[config.mk]
export PLATFORM = sky130hd
export DESIGN_NAME = sha256_job_scheduler
export DESIGN_NICKNAME = d
export VERILOG_FILES = /design/src/rtl/sha256_sched_pkg.sv /design/src/rtl/sha256_job_addr_gen.sv /design/src/rtl/sha256_job_scheduler.sv
export SDC_FILE = /design/constraint.sdc
export NUM_CORES = 1
export LEC_CHECK = 0
export BUFFER_PORTS_ARGS = -buffer_cell sky130_fd_sc_hd__buf_2
export CAP_MARGIN = 15
export CORE_MARGIN = 10
export CORE_UTILIZATION = 52
export CTS_CLUSTER_DIAMETER = 80
export DETAILED_ROUTE_END_ITERATION = 10
export PLACE_DENSITY_LB_ADDON = 0.3
export SYNTH_ARGS = -nofsm -noshare
export SYNTH_HDL_FRONTEND = slang
export SYNTH_SLANG_ARGS = --single-unit
[constraint.sdc]
create_clock -name clk -period 2.8 [get_ports clk]
set_input_delay 0.56 -clock clk [delete_from_list [all_inputs] [get_ports clk]]
set_output_delay 0.56 -clock clk [all_outputs]
set_load 0.05 [all_outputs]
[src/rtl/sha256_sched_pkg.sv]
`default_nettype none
// ============================================================================
// Module   : sha256_sched_pkg
// Purpose  : Shared state encoding and stride constants for the SHA-256
//            job scheduler and its address generator.
// Revision : 1.0 - initial release
// ============================================================================
package sha256_sched_pkg;

  // 4-bit encoding keeps the scheduler state width aligned with the core FSM
  typedef enum logic [3:0] {
    S_IDLE      = 4'd0,
    S_ISSUE     = 4'd1,
    S_WAIT_BUSY = 4'd2,
    S_WAIT_DONE = 4'd3,
    S_NEXT      = 4'd4
  } sched_state_t;

  localparam int DIGEST_WORDS   = 8;
  localparam int DEF_MSG_STRIDE = 20;
  localparam int DEF_OUT_STRIDE = DIGEST_WORDS;

endpackage
`default_nettype wire

[src/rtl/sha256_job_addr_gen.sv]
`default_nettype none
// ============================================================================
// Module   : sha256_job_addr_gen
// Purpose  : Message/digest address registers for the current job; loaded
//            from the batch bases and advanced by a fixed stride (mod 2^16).
// Revision : 1.0 - initial release
// ============================================================================
module sha256_job_addr_gen
  import sha256_sched_pkg::*;
#(
  parameter int MSG_STRIDE = DEF_MSG_STRIDE,
  parameter int OUT_STRIDE = DEF_OUT_STRIDE
) (
  input  logic        clk,
  input  logic        rst_n,
  input  logic        i_load,
  input  logic        i_advance,
  input  logic [15:0] i_msg_base,
  input  logic [15:0] i_out_base,
  output logic [15:0] o_msg_addr,
  output logic [15:0] o_out_addr
);

  localparam logic [15:0] C_MSG_STEP = 16'(MSG_STRIDE);
  localparam logic [15:0] C_OUT_STEP = 16'(OUT_STRIDE);

  logic [15:0] r_msg_addr;
  logic [15:0] r_out_addr;

  always_ff @(posedge clk or negedge rst_n) begin
    if (!rst_n) begin
      r_msg_addr <= '0;
      r_out_addr <= '0;
    end else if (i_load) begin
      r_msg_addr <= i_msg_base;
      r_out_addr <= i_out_base;
    end else if (i_advance) begin
      r_msg_addr <= r_msg_addr + C_MSG_STEP;
      r_out_addr <= r_out_addr + C_OUT_STEP;
    end
  end

  assign o_msg_addr = r_msg_addr;
  assign o_out_addr = r_out_addr;

endmodule
`default_nettype wire

[src/rtl/sha256_job_scheduler.sv]
`default_nettype none
// ============================================================================
// Module   : sha256_job_scheduler
// Purpose  : Runs one SHA-256 core over a batch of messages, one job at a
//            time. Optional per-job watchdog enabled by SCHED_TIMEOUT_EN.
// Revision : 1.0 - initial release
// ============================================================================
module sha256_job_scheduler
  import sha256_sched_pkg::*;
#(
  parameter int MSG_STRIDE     = DEF_MSG_STRIDE,
  parameter int OUT_STRIDE     = DEF_OUT_STRIDE,
  parameter int MAX_JOBS       = 255,
  parameter int TIMEOUT_CYCLES = 4096
) (
  input  logic        clk,
  input  logic        reset_n,
  input  logic        start,
  input  logic        abort,
  input  logic [15:0] msg_base,
  input  logic [15:0] out_base,
  input  logic [7:0]  num_jobs,
  output logic        done,
  output logic        busy,
  output logic [7:0]  job_idx,
  output logic [7:0]  jobs_done,
  output logic        error,
  output logic        core_start,
  output logic [15:0] core_message_addr,
  output logic [15:0] core_output_addr,
  input  logic        core_done
);

  localparam int             CW    = $clog2(MAX_JOBS + 1);
  localparam logic [CW-1:0]  C_ONE = CW'(1);

  if (MAX_JOBS < 1 || MAX_JOBS > 255 || TIMEOUT_CYCLES < 2) begin : g_param_check
    $error("sha256_job_scheduler: MAX_JOBS must be 1..255 and TIMEOUT_CYCLES >= 2");
  end

  sched_state_t  r_state;
  sched_state_t  w_next_state;
  logic [CW-1:0] r_job_idx;
  logic [CW-1:0] r_jobs_done;
  logic [CW-1:0] r_num_jobs;
  logic          r_abort_pend;
  logic          w_load;
  logic          w_advance;
  logic          w_last;
  logic          w_waiting;
  logic          w_timeout;

  assign w_last    = ((r_job_idx + C_ONE) == r_num_jobs);
  assign w_waiting = (r_state == S_WAIT_BUSY) || (r_state == S_WAIT_DONE);

  always_ff @(posedge clk or negedge reset_n) begin
    if (!reset_n) r_state <= S_IDLE;
    else          r_state <= w_next_state;
  end

  always_comb begin
    w_next_state = r_state;
    w_load       = 1'b0;
    w_advance    = 1'b0;
    done         = (r_state == S_IDLE);
    busy         = (r_state != S_IDLE);
    core_start   = (r_state == S_ISSUE);
    case (r_state)
      S_IDLE: begin
        if (start && (num_jobs != 8'd0)) begin
          w_load       = 1'b1;
          w_next_state = S_ISSUE;
        end
      end
      S_ISSUE: w_next_state = S_WAIT_BUSY;
      // core_done is a level that is already high before the start; it must
      // drop first, otherwise the stale high would read as completion
      S_WAIT_BUSY: begin
        if (w_timeout)       w_next_state = S_IDLE;
        else if (!core_done) w_next_state = S_WAIT_DONE;
      end
      S_WAIT_DONE: begin
        if (w_timeout)      w_next_state = S_IDLE;
        else if (core_done) w_next_state = S_NEXT;
      end
      S_NEXT: begin
        if (w_last || r_abort_pend) begin
          w_next_state = S_IDLE;
        end else begin
          w_advance    = 1'b1;
          w_next_state = S_ISSUE;
        end
      end
      default: w_next_state = S_IDLE;
    endcase
  end

  always_ff @(posedge clk or negedge reset_n) begin
    if (!reset_n) begin
      r_job_idx    <= '0;
      r_jobs_done  <= '0;
      r_num_jobs   <= '0;
      r_abort_pend <= 1'b0;
    end else begin
      if (r_state == S_IDLE)  r_abort_pend <= 1'b0;
      else if (abort)         r_abort_pend <= 1'b1;
      if ((r_state == S_IDLE) && start) r_jobs_done <= '0;
      if (r_state == S_NEXT)            r_jobs_done <= r_jobs_done + C_ONE;
      if (w_load) begin
        r_num_jobs <= CW'(num_jobs);
        r_job_idx  <= '0;
      end else if (w_advance) begin
        r_job_idx  <= r_job_idx + C_ONE;
      end
    end
  end

  assign job_idx   = 8'(r_job_idx);
  assign jobs_done = 8'(r_jobs_done);

`ifdef SCHED_TIMEOUT_EN
  localparam int TW = $clog2(TIMEOUT_CYCLES + 1);

  logic [TW-1:0] r_wd_cnt;
  logic          r_error;

  // fires on the TIMEOUT_CYCLES-th cycle spent waiting on the current job
  assign w_timeout = w_waiting && (r_wd_cnt == TW'(TIMEOUT_CYCLES - 1));

  always_ff @(posedge clk or negedge reset_n) begin
    if (!reset_n) begin
      r_wd_cnt <= '0;
      r_error  <= 1'b0;
    end else begin
      if (r_state == S_ISSUE) r_wd_cnt <= '0;
      else if (w_waiting)     r_wd_cnt <= r_wd_cnt + TW'(1);
      if (w_load)             r_error  <= 1'b0;
      else if (w_timeout)     r_error  <= 1'b1;
    end
  end

  assign error = r_error;
`else
  logic w_unused_wait;
  assign w_unused_wait = w_waiting;
  assign w_timeout     = 1'b0;
  assign error         = 1'b0;
`endif

  sha256_job_addr_gen #(
    .MSG_STRIDE (MSG_STRIDE),
    .OUT_STRIDE (OUT_STRIDE)
  ) u_addr_gen (
    .clk        (clk),
    .rst_n      (reset_n),
    .i_load     (w_load),
    .i_advance  (w_advance),
    .i_msg_base (msg_base),
    .i_out_base (out_base),
    .o_msg_addr (core_message_addr),
    .o_out_addr (core_output_addr)
  );

endmodule
`default_nettype wire

# ---- Word level (Yosys, flattened, before mapping)
# Cells that the tools add are included.
dict set report classes {
  reduce_logical 10
  add_sub_neg 4
  n_mux 19
  n_eq_ne 8
}
# cell count
set ops {}
lappend ops {{16-bit two-way mux} 4}
lappend ops {{8-bit two-way mux} 4}
lappend ops {{4-bit one-hot mux with 5 select lines} 1}
lappend ops {{16-bit by 4-bit adder with 16-bit output, second input constant} 1}
lappend ops {{16-bit by 5-bit adder with 16-bit output, second input constant} 1}
lappend ops {{8-bit by 1-bit adder with 8-bit output, second input constant} 2}
lappend ops {{4-bit two-way mux} 3}
lappend ops {{4-bit by 2-bit equality test with 1-bit output, second input constant} 2}
lappend ops {{8-bit equality test} 1}
lappend ops {{8-bit nonzero test} 1}
lappend ops {{1-bit two-way mux} 7}
lappend ops {{2-bit nonzero test} 3}
lappend ops {{4-bit by 1-bit equality test with 1-bit output, second input constant} 1}
lappend ops {{4-bit by 3-bit equality test with 1-bit output, second input constant} 1}
lappend ops {{4-bit logical NOT} 1}
lappend ops {{2-bit inequality test, second input constant} 2}
lappend ops {{4-bit nonzero test} 1}
lappend ops {{3-bit AND reduction} 1}
lappend ops {{1-bit logical AND} 2}
lappend ops {{2-bit by 1-bit inequality test with 1-bit output, second input constant} 1}
lappend ops {{1-bit logical OR} 1}
dict set report totals {
  output_inout_bits 52
  inputBits 45
  regBits 61
  wordCells 48
}

# ---- Depth between registers and ports, before layout
# Gate-level depths: netlist (run 1).
dict set report depth {
  ltp_word 7
  mapped_depth 9
  mapped_depth_nobuf 7
}

# ---- By module
# A second synthesis (run 1) with hierarchy kept.
dict set report unflattened {
  hier_cells 320
  area_unflattened_um2 3155.5
}
# mod n_inst seq_area_each_um2 area_each_um2 cells_per_inst
set by_module_without_submodules {}
lappend by_module_without_submodules {sha256_job_addr_gen 1 800.8 1642.8 172}
lappend by_module_without_submodules {sha256_job_scheduler 1 700.7 1512.7 148}

# ---- Worst setup path after synthesis (run 1)
# OpenSTA, ideal clock, no wires.
dict set report synth_path {
  path_type {register -> register}
  startpoint {register r_state[1]}
  endpoint {register u_addr_gen.r_out_addr[3], in the netlist u_addr_gen.o_out_addr[3]}
  setup_time_ps 89
  t_arrival_ps 2851
  slack_ps -140
  path_stages_with_launch 7
  synth_period_minus_slack_ps 2940
  n_path_buf 1
  required_ps 2711
  cell_sequence {dfrtp_1 -> nor3_1 -> nand2_1 -> a21oi_1 -> clkbuf_1 -> nand2_1 -> o211ai_1}
}
dict set report synth_via {
  elab_chain_cells 3
  word_cells_on_any_way 6
  cone_classes {eq/ne: 1; mux: 3; reduce/logical: 2}
}
# item line
set synth_lines {}
lappend synth_lines {{start: declaration} sha256_job_scheduler.sv:41} ;# sched_state_t r_state;
lappend synth_lines {{start signal: assignment} sha256_job_scheduler.sv:58} ;# else r_state <= w_next_state;
lappend synth_lines {{4-bit logical NOT (*)} -}
lappend synth_lines {{via done} sha256_job_scheduler.sv:23} ;# output logic done,
lappend synth_lines {{1-bit two-way mux (*)} sha256_job_scheduler.sv:68} ;# case (r_state)
lappend synth_lines {{16-bit two-way mux or 2-bit nonzero test (tied branches)} -}
lappend synth_lines {{end signal: assignment} sha256_job_addr_gen.sv:36} ;# r_out_addr <= i_out_base;
lappend synth_lines {{end signal: assignment} sha256_job_addr_gen.sv:39} ;# r_out_addr <= r_out_addr + C_OUT_STEP;
lappend synth_lines {{end: declaration} sha256_job_addr_gen.sv:28} ;# logic [15:0] r_out_addr;
# Mark *: on every way through the listed nets, which the timed path passes. The rest lies on a longest branch.
# A chain may end at the register's enable or synchronous reset.

# ---- Worst setup path in the final report (run 1)
dict set report layout_path {
  startpoint {register r_job_idx[0], in the netlist job_idx[0]}
  endpoint {register u_addr_gen.r_msg_addr[11], in the netlist u_addr_gen.o_msg_addr[11]}
}
dict set report layout_via {
  elab_chain_cells 6
}
# item line
set layout_lines {}
lappend layout_lines {{start: declaration} sha256_job_scheduler.sv:43} ;# logic [CW-1:0] r_job_idx;
lappend layout_lines {{start signal: assignment} sha256_job_scheduler.sv:113} ;# r_job_idx <= r_job_idx + C_ONE;
lappend layout_lines {{8-bit by 1-bit adder with 8-bit output} sha256_job_scheduler.sv:53} ;# assign w_last = ((r_job_idx + C_ONE) == r_num_jobs);
lappend layout_lines {{8-bit equality test} sha256_job_scheduler.sv:53}
lappend layout_lines {{1-bit logical OR} sha256_job_scheduler.sv:87} ;# if (w_last || r_abort_pend) begin
lappend layout_lines {{1-bit two-way mux} sha256_job_scheduler.sv:87}
lappend layout_lines {{1-bit two-way mux} sha256_job_scheduler.sv:68}
lappend layout_lines {{2-bit nonzero test (no line)} -}
lappend layout_lines {{end signal: assignment} sha256_job_addr_gen.sv:35} ;# r_msg_addr <= i_msg_base;
lappend layout_lines {{end signal: assignment} sha256_job_addr_gen.sv:38} ;# r_msg_addr <= r_msg_addr + C_MSG_STEP;
lappend layout_lines {{end: declaration} sha256_job_addr_gen.sv:27} ;# logic [15:0] r_msg_addr;
# Every way passes these cells.

==> results of run 1 <==
-- final cells by class --
cell class	count	area (µm²)
Clock buffer	12	155
Clock inverter	4	47.5
Fill cell	557	2250
Inverter	6	22.5
Multi-Input combinational cell	288	1660
Sequential cell	60	1500
Tap cell	77	96.3
Timing Repair Buffer	101	546
-- power by group --
group / internal (µW) / switching [µW] / leakage, µW / total (µW)
logic: 641 / 1700 / 0.00102 / 2340
registers: 1190 / 386 / 0.000721 / 1570
clock network: 457 / 351 / 0.000102 / 808
-- worst max path at each step --
stage	slack, ns	end	depth (start not counted)
final	0.17	u_addr_gen.o_msg_addr[11]$_DFFE_PN0P_	8
after global routing	0.03	u_addr_gen.o_msg_addr[14]$_DFFE_PN0P_	8
after CTS	0.19	u_addr_gen.o_msg_addr[11]$_DFFE_PN0P_	8
after detailed placement	0.21	u_addr_gen.o_msg_addr[11]$_DFFE_PN0P_	8
after global placement	0.35	u_addr_gen.o_out_addr[4]$_DFFE_PN0P_	8
after floorplan	0.1	u_addr_gen.o_msg_addr[3]$_DFFE_PN0P_	9
-- registers in the layout (all words and copies together) (netlist names) --
signal	flops
jobs_done	8
r_num_jobs	8
job_idx	8
r_state	3
r_abort_pend	1
u_addr_gen.o_out_addr	16
u_addr_gen.o_msg_addr	16
-- cells in the final DEF, fill, tap and decap left out, drive strengths merged, types with 2 or more instances in the layout --
master / Yosys / layout
buf: 10 / 101
nand2: 63 / 63
dfrtp: 60 / 60
nor2: 37 / 37
a31oi: 23 / 23
nand3: 23 / 23
o21ai: 23 / 23
o31ai: 17 / 17
or4: 16 / 16
or3: 13 / 13
a21oi: 13 / 13
clkbuf: 11 / 12
and3: 9 / 9
inv: 6 / 6
nand4: 6 / 6
o211ai: 6 / 6
xor2: 5 / 5
xnor2: 4 / 4
mux2i: 4 / 4
ha: 4 / 4
nor3b: 3 / 3
a211oi: 3 / 3
nor3: 3 / 3
nor4: 2 / 2
and2: 2 / 2
or2: 2 / 2
clkinv: 0 / 2
-- Yosys cell counts, drive strengths merged (4+ instances only) --
master,number,share of area [%]
o21ai,23,3.5
nand3,23,3.6
xor2,5,1.5
and3,9,1.7
a21oi,13,2.0
ha,4,1.5
xnor2,4,1.1
dfrtp,60,45
mux2i,4,1.2
clkbuf,11,1.2
or4,16,3.6
a31oi,23,4.3
o31ai,17,3.8
or3,13,2.4
buf,10,3.4
nor2,37,4.2
nand4,6,1.1
nand2,63,7.1
o211ai,6,1.4
inv,6,0.68
-- per-layer routing --
metal	part of all wire [%]	up-vias	track usage, %
li1	-	1555	-
met1	44	1496	22.7
met2	48	83	28.0
met3	6.2	11	6.04
met4	1.5	0	6.39
met5	0	-	0
-- worst register-to-register path: cells and delay by family, from the launching register on --
kind / cells / cell delay [ns]
simple gates: 3 / 0.89
compound gates: 3 / 0.59
flops: 1 / 0.50
fa+ha+maj: 1 / 0.37
buf+inv: 1 / 0.21
-- cells by family after synthesis --
kind of cell	Yosys count	share of synthesized area (%)
xor gates and xnor gates	9	2.60
and+or+nand+nor	181	26.5
adders and majority gates	4	1.51
DFF	60	45.2
other	1	0.113
muxes	4	1.21
AOI/OAI and AO/OA	89	17.6
buffers and inverters	27	5.28
-- per-stage QoR --
step | cells | power (µW) | worst slack (ns) | utilization (%)
6_report | 548 | 4730 | 0.165 | 64.1
5_1_grt | 548 | 5060 | 0.0280 | 64.1
4_1_cts | 548 | 4760 | 0.194 | 64.1
3_5_place_dp | 532 | 3940 | 0.213 | 60.9
3_3_place_gp | 532 | 3870 | 0.355 | 60.9
2_1_floorplan | 375 | 3320 | 0.0980 | -
==> results.tsv, run 1 <==
stage	metric	value	unit
outcome	status	complete, no violations	
sta	drv_slew	0	
clock_network	cts_tree	done	
clock_network	clk_pin_slew	0.07	ns
setup_path	cp-start-kind	flip-flop	
clock_network	cts.path.max_buffers	2	
global_routing	grt_pass1_wl	14.8	mm
final_layout	finalNetCount	515	
floorplan	dieArea	9980	µm²
setup_path	critPathCaptureType	flip-flop	
global_routing	grt_util_all_layers	18.0	%
setup_path	cp_data_required_time	3.06	ns
yosys	async_reset_ff_share	100	%
yosys	synthesis.area	3320	µm²
route	vias_per_cell	5.74	
clock_network	cts_setup_buffers	0	
setup_path	cp_top_family	simple AND/OR/NAND/NOR gates	
clock_network	ctsHoldBuffers	0	
clock_network	ctsRootBufferMaster	clkbuf_8	
worst_hold_path	hp-class	input pin to async pin	
setup_path	r2r_end	u_addr_gen.o_msg_addr[11]$_DFFE_PN0P_	
setup_path	crit_type	flip-flop to flip-flop	
pwr	leakage	0.00184	µW
placed_design	dpl-instance-area	3820	µm²
setup_path	path_buf_inv	1	
yosys	ys_seq_area_share	45.2	%
setup_path	arrival	2.89	ns
route	drtAntennaViolNets	0	
global_routing	grt_max_degree	68	
yosys	ys_warn_count	0	
final_layout	areaGrowthSynthToFinish	21.3	%
setup_path	cp_max_fo	67	
placed_design	dp_hpwl	6.33	mm
sta	hold_slack	0.272	ns
setup_path	worstRegToRegCells	8	
yosys	ys.flop_type	dfrtp_1	
yosys	syn_nets	424	
yosys	syn_avg_cell_area	8.86	µm²
floorplan	die_width	99.9	µm
final_layout	n_antenna_cell	0	
floorplan	initial_utilization	52.9	%
sta	rsz0062_at_grt	no	
setup_path	regToRegSetupSlack	0.17	ns
final_layout	fin_area	4030	µm²
final_layout	final_layout_size_suffix_gt1_share	26.8	%
placed_design	gp_congestion	0.866	
sta	fin_setup_tns	0	ns
yosys	ys_types	40	
yosys	synth_edf_count	0	
yosys	syn_inst	375	
sta	slew_headroom	44.2	%
setup_path	crit_start	job_idx[0]$_DFFE_PN0P_	
setup_path	reg2reg_from	job_idx[0]$_DFFE_PN0P_	
sta	final-hold-violation-count	0	
sta	worst_pin_slew	0.837	ns
route	vias	3145	
sta	setup_viol	0	
placed_design	portBuffers	95	
clock_network	clock-sinks	60	
global_routing	grt-ovfl-total	0	
route	drc_errors	0	
sta	finClkSkew	0.00731	ns
pwr	ir_drop	0.796	mV
global_routing	grt_pass1_vias	3039	
sta	finalCriticalPeriod	2.63	ns
setup_path	crit_chain	ha_1 > nand3_2 > nor3b_1 > a211oi_2 > o41ai_4 > buf_12 > or4_1 > a31oi_1	
sta	max_freq	380	MHz
sta	fin_crit_sh	94.1	%
clock_network	cts_buffers	9	
floorplan	coreArea	6280	µm²
floorplan	num_rows	29	
floorplan	ios	97	
run	drv_cap	0	
route	first_pass_iters	5	
clock_network	cts_resized	0	
pwr	powerDensity	1170	nW/µm²
setup_path	crit_path_top_delay_cell	or4_1	
setup_path	critPathMaxStageDelay	0.53	ns
floorplan	die_y	99.9	µm
route	detail_route.wl_per_cell	16.0	µm
global_routing	antenna_found_initial	0	
route	drt_wl_total	8.76	mm
clock_network	cts_htree_levels	3	
route	drtIter0Drc	164	
yosys	ys_ff_latch	60	
clock_network	clkLatencyLatePin	0.34	ns
(Power assumes the default switching activity.)
==> run 2: changes to the inputs <==
--- a/config.mk
+++ b/config.mk
@@ -12,6 +12,7 @@
 export CTS_CLUSTER_DIAMETER = 80
 export DETAILED_ROUTE_END_ITERATION = 10
 export PLACE_DENSITY_LB_ADDON = 0.3
+export SLEW_MARGIN = 20
 export SYNTH_ARGS = -nofsm -noshare
 export SYNTH_HDL_FRONTEND = slang
 export SYNTH_SLANG_ARGS = --single-unit
==> constraint.sdc (replaced) <==
create_clock -name clk -period 2.8 [get_ports clk]
set_input_delay 0.56 -clock clk [delete_from_list [all_inputs] [get_ports clk]]
set_output_delay 0.56 -clock clk [all_outputs]
set_load 0.005 [all_outputs]
==> run 2 against run 1 <==
Against the previous run: global-route usage down 0.49 points; die area unchanged; clock skew rose by 0.0040 ns; worst setup slack improved by 0.070 ns; critical endpoint is now u_addr_gen.o_msg_addr[14]$_DFFE_PN0P_; highest routed layer unchanged.
==> results.tsv, run 2 (synthesis results as in run 1) <==
stage	metric	value	unit	change
outcome	status	complete, no violations		
global_routing	grt_max_degree	60		-12%
sta	fin_crit_sh	91.6	%	-2.5 points
global_routing	antenna_found_initial	0		unchanged
setup_path	r2r_end	u_addr_gen.o_msg_addr[14]$_DFFE_PN0P_		
pwr	ir_drop	0.515	mV	-35%
setup_path	crit_type	flip-flop to flip-flop		
sta	setup_viol	0		unchanged
final_layout	final_cell_mix	buf_2 (95), nand2_1 (63), dfrtp_1 (60), nor2_1 (37), a31oi_1 (23)		
clock_network	cts_setup_buffers	0		unchanged
final_layout	finalNetCount	516		+0.19%
clock_network	cts_htree_levels	3		unchanged
setup_path	crit_chain	ha_1 > nand3_2 > nor3b_1 > a211oi_2 > o41ai_4 > buf_12 > or4_1 > a31oi_1		
clock_network	cts.path.max_buffers	2		unchanged
global_routing	grt.busiest_layer	met2		
final_layout	final_layout_size_suffix_gt1_share	26.8	%	unchanged
worst_hold_path	hp-class	input pin to async pin		
sta	finClkSkew	0.0113	ns	+0.00403 ns
clock_network	clk_pin_slew	0.06	ns	about the same
global_routing	grtUsageMet2	28.2	%	+0.25 points
clock_network	ctsRootBufferMaster	clkbuf_8		
final_layout	layout_commonest_cell	buf_2		
setup_path	worstRegToRegCells	8		unchanged
floorplan	dieArea	9980	µm²	unchanged
floorplan	coreArea	6280	µm²	unchanged
sta	drv_slew	0		unchanged
sta	worst_pin_slew	0.849	ns	+0.0123 ns
clock_network	clkLatencyLatePin	0.34	ns	about the same
sta	slew_headroom	43.4	%	-0.82 points
final_layout	areaGrowthSynthToFinish	21.3	%	about the same
sta	final-hold-violation-count	0		unchanged
placed_design	portBuffers	95		unchanged
pwr	leakage	0.00185	µW	+0.34%
global_routing	use_met3	5.77	%	-0.27 points
final_layout	n_antenna_cell	0		unchanged
setup_path	crit_path_top_delay_cell	or4_1		
route	drtAntennaViolNets	0		unchanged
setup_path	cp_data_required_time	3.06	ns	about the same
placed_design	gp_congestion	0.883		+2.0%
setup_path	reg2reg_from	job_idx[0]$_DFFE_PN0P_		
global_routing	grt_pass1_wl	14.3	mm	-3.9%
route	drtIter0Drc	129		-21%
setup_path	arrival	2.82	ns	-0.07 ns
route	drc_errors	0		unchanged
run	drv_cap	0		unchanged
final_layout	final_util	64.2	%	about the same
clock_network	ctsHoldBuffers	0		unchanged
clock_network	cts_tree	done		
sta	max_freq	390	MHz	+2.7%
route	drt_wl_total	8.74	mm	-0.27%
route	detail_route.wl_per_cell	15.9	µm	-0.27%
sta	finalCriticalPeriod	2.56	ns	-0.0701 ns
pwr	power.total	3770	µW	-20%
floorplan	die_y	99.9	µm	unchanged
route	first_pass_iters	4		-1
setup_path	critical_path_depth	8		unchanged
setup_path	path_buf_inv	1		unchanged
placed_design	dp_hpwl	6.42	mm	+1.4%
route	vias_per_cell	5.73		-0.19%
route	vias	3139		-0.19%
setup_path	cp-start-kind	flip-flop		
setup_path	endpoint	u_addr_gen.o_msg_addr[14]$_DFFE_PN0P_		
global_routing	grt_util_all_layers	17.5	%	-0.49 points
clock_network	clock-sinks	60		unchanged
clock_network	cts_buffers	9		unchanged
floorplan	die_width	99.9	µm	unchanged
global_routing	grt-ovfl-total	0		unchanged
setup_path	cp_max_fo	59		-12%
floorplan	ios	97		unchanged
pwr	powerDensity	937	nW/µm²	-20%
setup_path	critPathCaptureType	flip-flop		
sta	fin_setup_tns	0	ns	unchanged
floorplan	initial_utilization	52.9	%	unchanged
setup_path	crit_start	job_idx[0]$_DFFE_PN0P_		
setup_path	cp_top_family	simple AND/OR/NAND/NOR gates		
global_routing	grt_pass1_vias	2958		-2.7%
sta	rsz0062_at_grt	no		
global_routing	grt_use_met1	21.5	%	-1.2 points
clock_network	cts_resized	0		unchanged
setup_path	regToRegSetupSlack	0.24	ns	+0.07 ns
setup_path	critPathMaxStageDelay	0.51	ns	-0.02 ns
floorplan	num_rows	29		unchanged
-- run 2: cell types whose count changed in the layout (fill, tap and decap cells not counted) --
cell	change
buf_12	+1
clkbuf_1	-1
clkbuf_8	-1
clkinv_2	+1
nor3_1	+1
nor3_2	-1
-- run 2: layout make-up --
cell class	instances	area [µm²]
fill	549	2250
inverter	6	22.5
clock inverter	5	52.6
sequential	60	1500
timing repair buffer	102	566
tap	77	96.3
clock buffer	10	138
multi-input combinational	288	1650
-- run 2: per-layer routing --
metal	up-vias	part of all wire, %
li1	1548	-
met1	1499	43
met2	83	50
met3	9	6.4
met4	0	1.0
met5	-	0
-- run 2: how the worst min path moves through the flow --
stage | end | depth (start not counted)
2_1_floorplan | job_idx[0]$_DFFE_PN0P_ | 0
3_3_place_gp | u_addr_gen.o_msg_addr[1]$_DFFE_PN0P_ | 2
3_5_place_dp | u_addr_gen.o_out_addr[2]$_DFFE_PN0P_ | 2
4_1_cts | u_addr_gen.o_msg_addr[1]$_DFFE_PN0P_ | 1
5_1_grt | u_addr_gen.o_out_addr[2]$_DFFE_PN0P_ | 1
6_report | u_addr_gen.o_msg_addr[1]$_DFFE_PN0P_ | 1
-- run 2: power by group --
part	internal (µW)	switching (µW)	total, µW
logic	641	795	1440
registers	1190	386	1570
clock network	425	338	763
-- run 2: through the flow --
stage	worst slack, ns	hold WS (ns)	instances	area [µm²]
detailed placement	0.250	0.457	533	3840
global placement	0.337	0.453	533	3840
CTS	0.244	0.268	548	4030
floorplan	0.371	0.264	375	3320
finish	0.235	0.258	548	4030
global route	0.0364	0.288	548	4030
==> run 3: changes to the inputs <==
--- a/config.mk
+++ b/config.mk
@@ -12,6 +12,7 @@
 export CTS_CLUSTER_DIAMETER = 80
 export DETAILED_ROUTE_END_ITERATION = 10
 export PLACE_DENSITY_LB_ADDON = 0.3
+export REMOVE_ABC_BUFFERS = 1
 export SLEW_MARGIN = 20
 export SYNTH_ARGS = -nofsm -noshare
 export SYNTH_HDL_FRONTEND = slang
==> run 3 against run 2 <==
Against the previous run: worst setup slack better by 0.047 ns; sequential power hardly changed; wire length is 2.8% lower; fmax is 1.9% higher; first-iteration DRC count is 20% lower; combinational power hardly changed; cell count is 0.18% higher; critical path type unchanged; largest cell class unchanged; largest power group unchanged.
==> results.tsv, run 3 (synthesis results as in run 1) <==
stage	metric	value	unit	change
clock_network	clock-sinks	60		unchanged
pwr	ir_drop	0.556	mV	+7.8%
setup_path	cp_max_fo	67		+14%
sta	rsz0062_at_grt	no		
placed_design	dp_slack	0.300	ns	+0.0500 ns
final_layout	final_cell_mix	buf_2 (95), nand2_1 (63), dfrtp_1 (60), nor2_1 (37), a31oi_1 (23)		
route	drtAntennaViolNets	0		unchanged
outcome	status	complete, no violations		
global_routing	grt.busiest_layer	met2		
clock_network	cts_setup_buffers	0		unchanged
pwr	leakage	0.00185	µW	about the same
floorplan	num_rows	29		unchanged
run	drv_cap	0		unchanged
final_layout	multi_input_comb_area	1650	µm²	unchanged
setup_path	worstRegToRegCells	8		unchanged
clock_network	cts_buffers	9		unchanged
route	drtIter0Drc	103		-20%
setup_path	arrival	2.76	ns	-0.06 ns
sta	fin_ws	0.282	ns	+0.0467 ns
sta	finalCriticalPeriod	2.52	ns	-0.0467 ns
floorplan	dieArea	9980	µm²	unchanged
final_layout	finalNetCount	517		+0.19%
clock_network	clkLatencyLatePin	0.34	ns	about the same
setup_path	reg2reg_from	job_idx[1]$_DFFE_PN0P_		
final_layout	final_layout_size_suffix_gt1_share	26.7	%	-0.057 points
floorplan	coreArea	6280	µm²	unchanged
sta	max_freq	397	MHz	+1.9%
final_layout	regArea	1500	µm²	unchanged
setup_path	cp_data_required_time	3.05	ns	about the same
clock_network	clk_pin_slew	0.07	ns	about the same
clock_network	ctsHoldBuffers	0		unchanged
route	vias	3131		-0.25%
global_routing	grt_pass1_vias	3052		+3.2%
final_layout	n_fill_cell	563		+2.6%
global_routing	use_met3	5.91	%	+0.14 points
route	detail_route.wl_per_cell	15.5	µm	-2.9%
pwr	powerDensity	931	nW/µm²	-0.59%
final_layout	n_antenna_cell	0		unchanged
setup_path	critPathCaptureType	flip-flop		
global_routing	grt_pass1_wl	14.1	mm	-1.0%
global_routing	grt_max_degree	68		+13%
sta	worst_pin_slew	0.835	ns	-0.0137 ns
route	drc_errors	0		unchanged
global_routing	grt_util_all_layers	16.9	%	-0.56 points
floorplan	ios	97		unchanged
global_routing	grtUsageMet2	27.3	%	-0.90 points
worst_hold_path	hp-class	input pin to async pin		
global_routing	grt-ovfl-total	0		unchanged
final_layout	layout_commonest_cell	buf_2		
clock_network	cts_resized	0		unchanged
placed_design	gp_congestion	0.821		-7.1%
global_routing	grt_use_met1	20.4	%	-1.1 points
floorplan	die_y	99.9	µm	unchanged
sta	setup_viol	0		unchanged
floorplan	die_width	99.9	µm	unchanged
floorplan	initial_utilization	52.9	%	unchanged
sta	slew_headroom	44.3	%	+0.91 points
setup_path	cp-start-kind	flip-flop		
route	drt_wl_total	8.49	mm	-2.8%
placed_design	dp_hpwl	6.06	mm	-5.5%
setup_path	regToRegSetupSlack	0.28	ns	+0.05 ns
global_routing	antenna_found_initial	0		unchanged
clock_network	ctsRootBufferMaster	clkbuf_8		
sta	finClkSkew	0.0125	ns	+0.00116 ns
sta	fin_crit_sh	89.9	%	-1.7 points
setup_path	crit_type	flip-flop to flip-flop		
final_layout	areaGrowthSynthToFinish	21.1	%	
clock_network	cts_tree	done		
route	vias_per_cell	5.70		-0.44%
sta	final-hold-violation-count	0		unchanged
placed_design	portBuffers	95		unchanged
sta	drv_slew	0		unchanged
clock_network	cts_htree_levels	3		unchanged
route	first_pass_iters	4		unchanged
pwr	power.total	3740	µW	-0.78%
setup_path	r2r_end	u_addr_gen.o_msg_addr[8]$_DFFE_PN0P_		
clock_network	cts.path.max_buffers	2		unchanged
run 3: per-stage QoR:
stage	utilization [%]	setup TNS (ns)	hold WS [ns]	cells	instance area [µm²]
2_1_floorplan	-	-23.69	0.264	354	3170
3_3_place_gp	61.1	0	0.453	534	3830
3_5_place_dp	61.1	0	0.462	534	3830
4_1_cts	64.1	0	0.223	549	4020
5_1_grt	64.1	0	0.249	549	4020
6_report	64.1	0	0.213	549	4020
run 3: how the worst max path moves through the flow:
stage	start	endpoint	slack, ns
after floorplan	job_idx[0]$_DFFE_PN0P_	u_addr_gen.o_msg_addr[3]$_DFFE_PN0P_	-0.72
after global placement	job_idx[1]$_DFFE_PN0P_	u_addr_gen.o_out_addr[4]$_DFFE_PN0P_	0.39
after detailed placement	job_idx[1]$_DFFE_PN0P_	u_addr_gen.o_msg_addr[14]$_DFFE_PN0P_	0.30
after CTS	job_idx[1]$_DFFE_PN0P_	u_addr_gen.o_msg_addr[8]$_DFFE_PN0P_	0.29
after global routing	job_idx[1]$_DFFE_PN0P_	u_addr_gen.o_msg_addr[12]$_DFFE_PN0P_	0.11
final	job_idx[1]$_DFFE_PN0P_	u_addr_gen.o_msg_addr[8]$_DFFE_PN0P_	0.28
run 3: worst max-delay path: stages (launching register included):
cell and delay (ns):
dfrtp_1 0.44, ha_1 0.32, nand3_2 0.15, nor3b_1 0.19, a211oi_2 0.26, o41ai_4 0.13, buf_12 0.21, or4_1 0.52
a31oi_1 0.19
run 3: area by class of cell:
type                            count  area share [%]
Multi-Input combinational cell    288            41.1
Sequential cell                    60            37.3
Timing Repair Buffer              103            13.9
Clock buffer                       14            4.54
Tap cell                           77            2.40
Inverter                            6           0.560
Clock inverter                      1           0.124
run 3: power by group:
group	switching (µW)	internal, µW	total (µW)
Sequential	369	1190	1560
Clock	331	413	744
Combinational	795	648	1440
run 3: metal layers:
metal,wire (µm),vias up
met3,642,9
li1,-,1548
met5,0,-
met4,108,0
met1,3710,1490
met2,4030,84
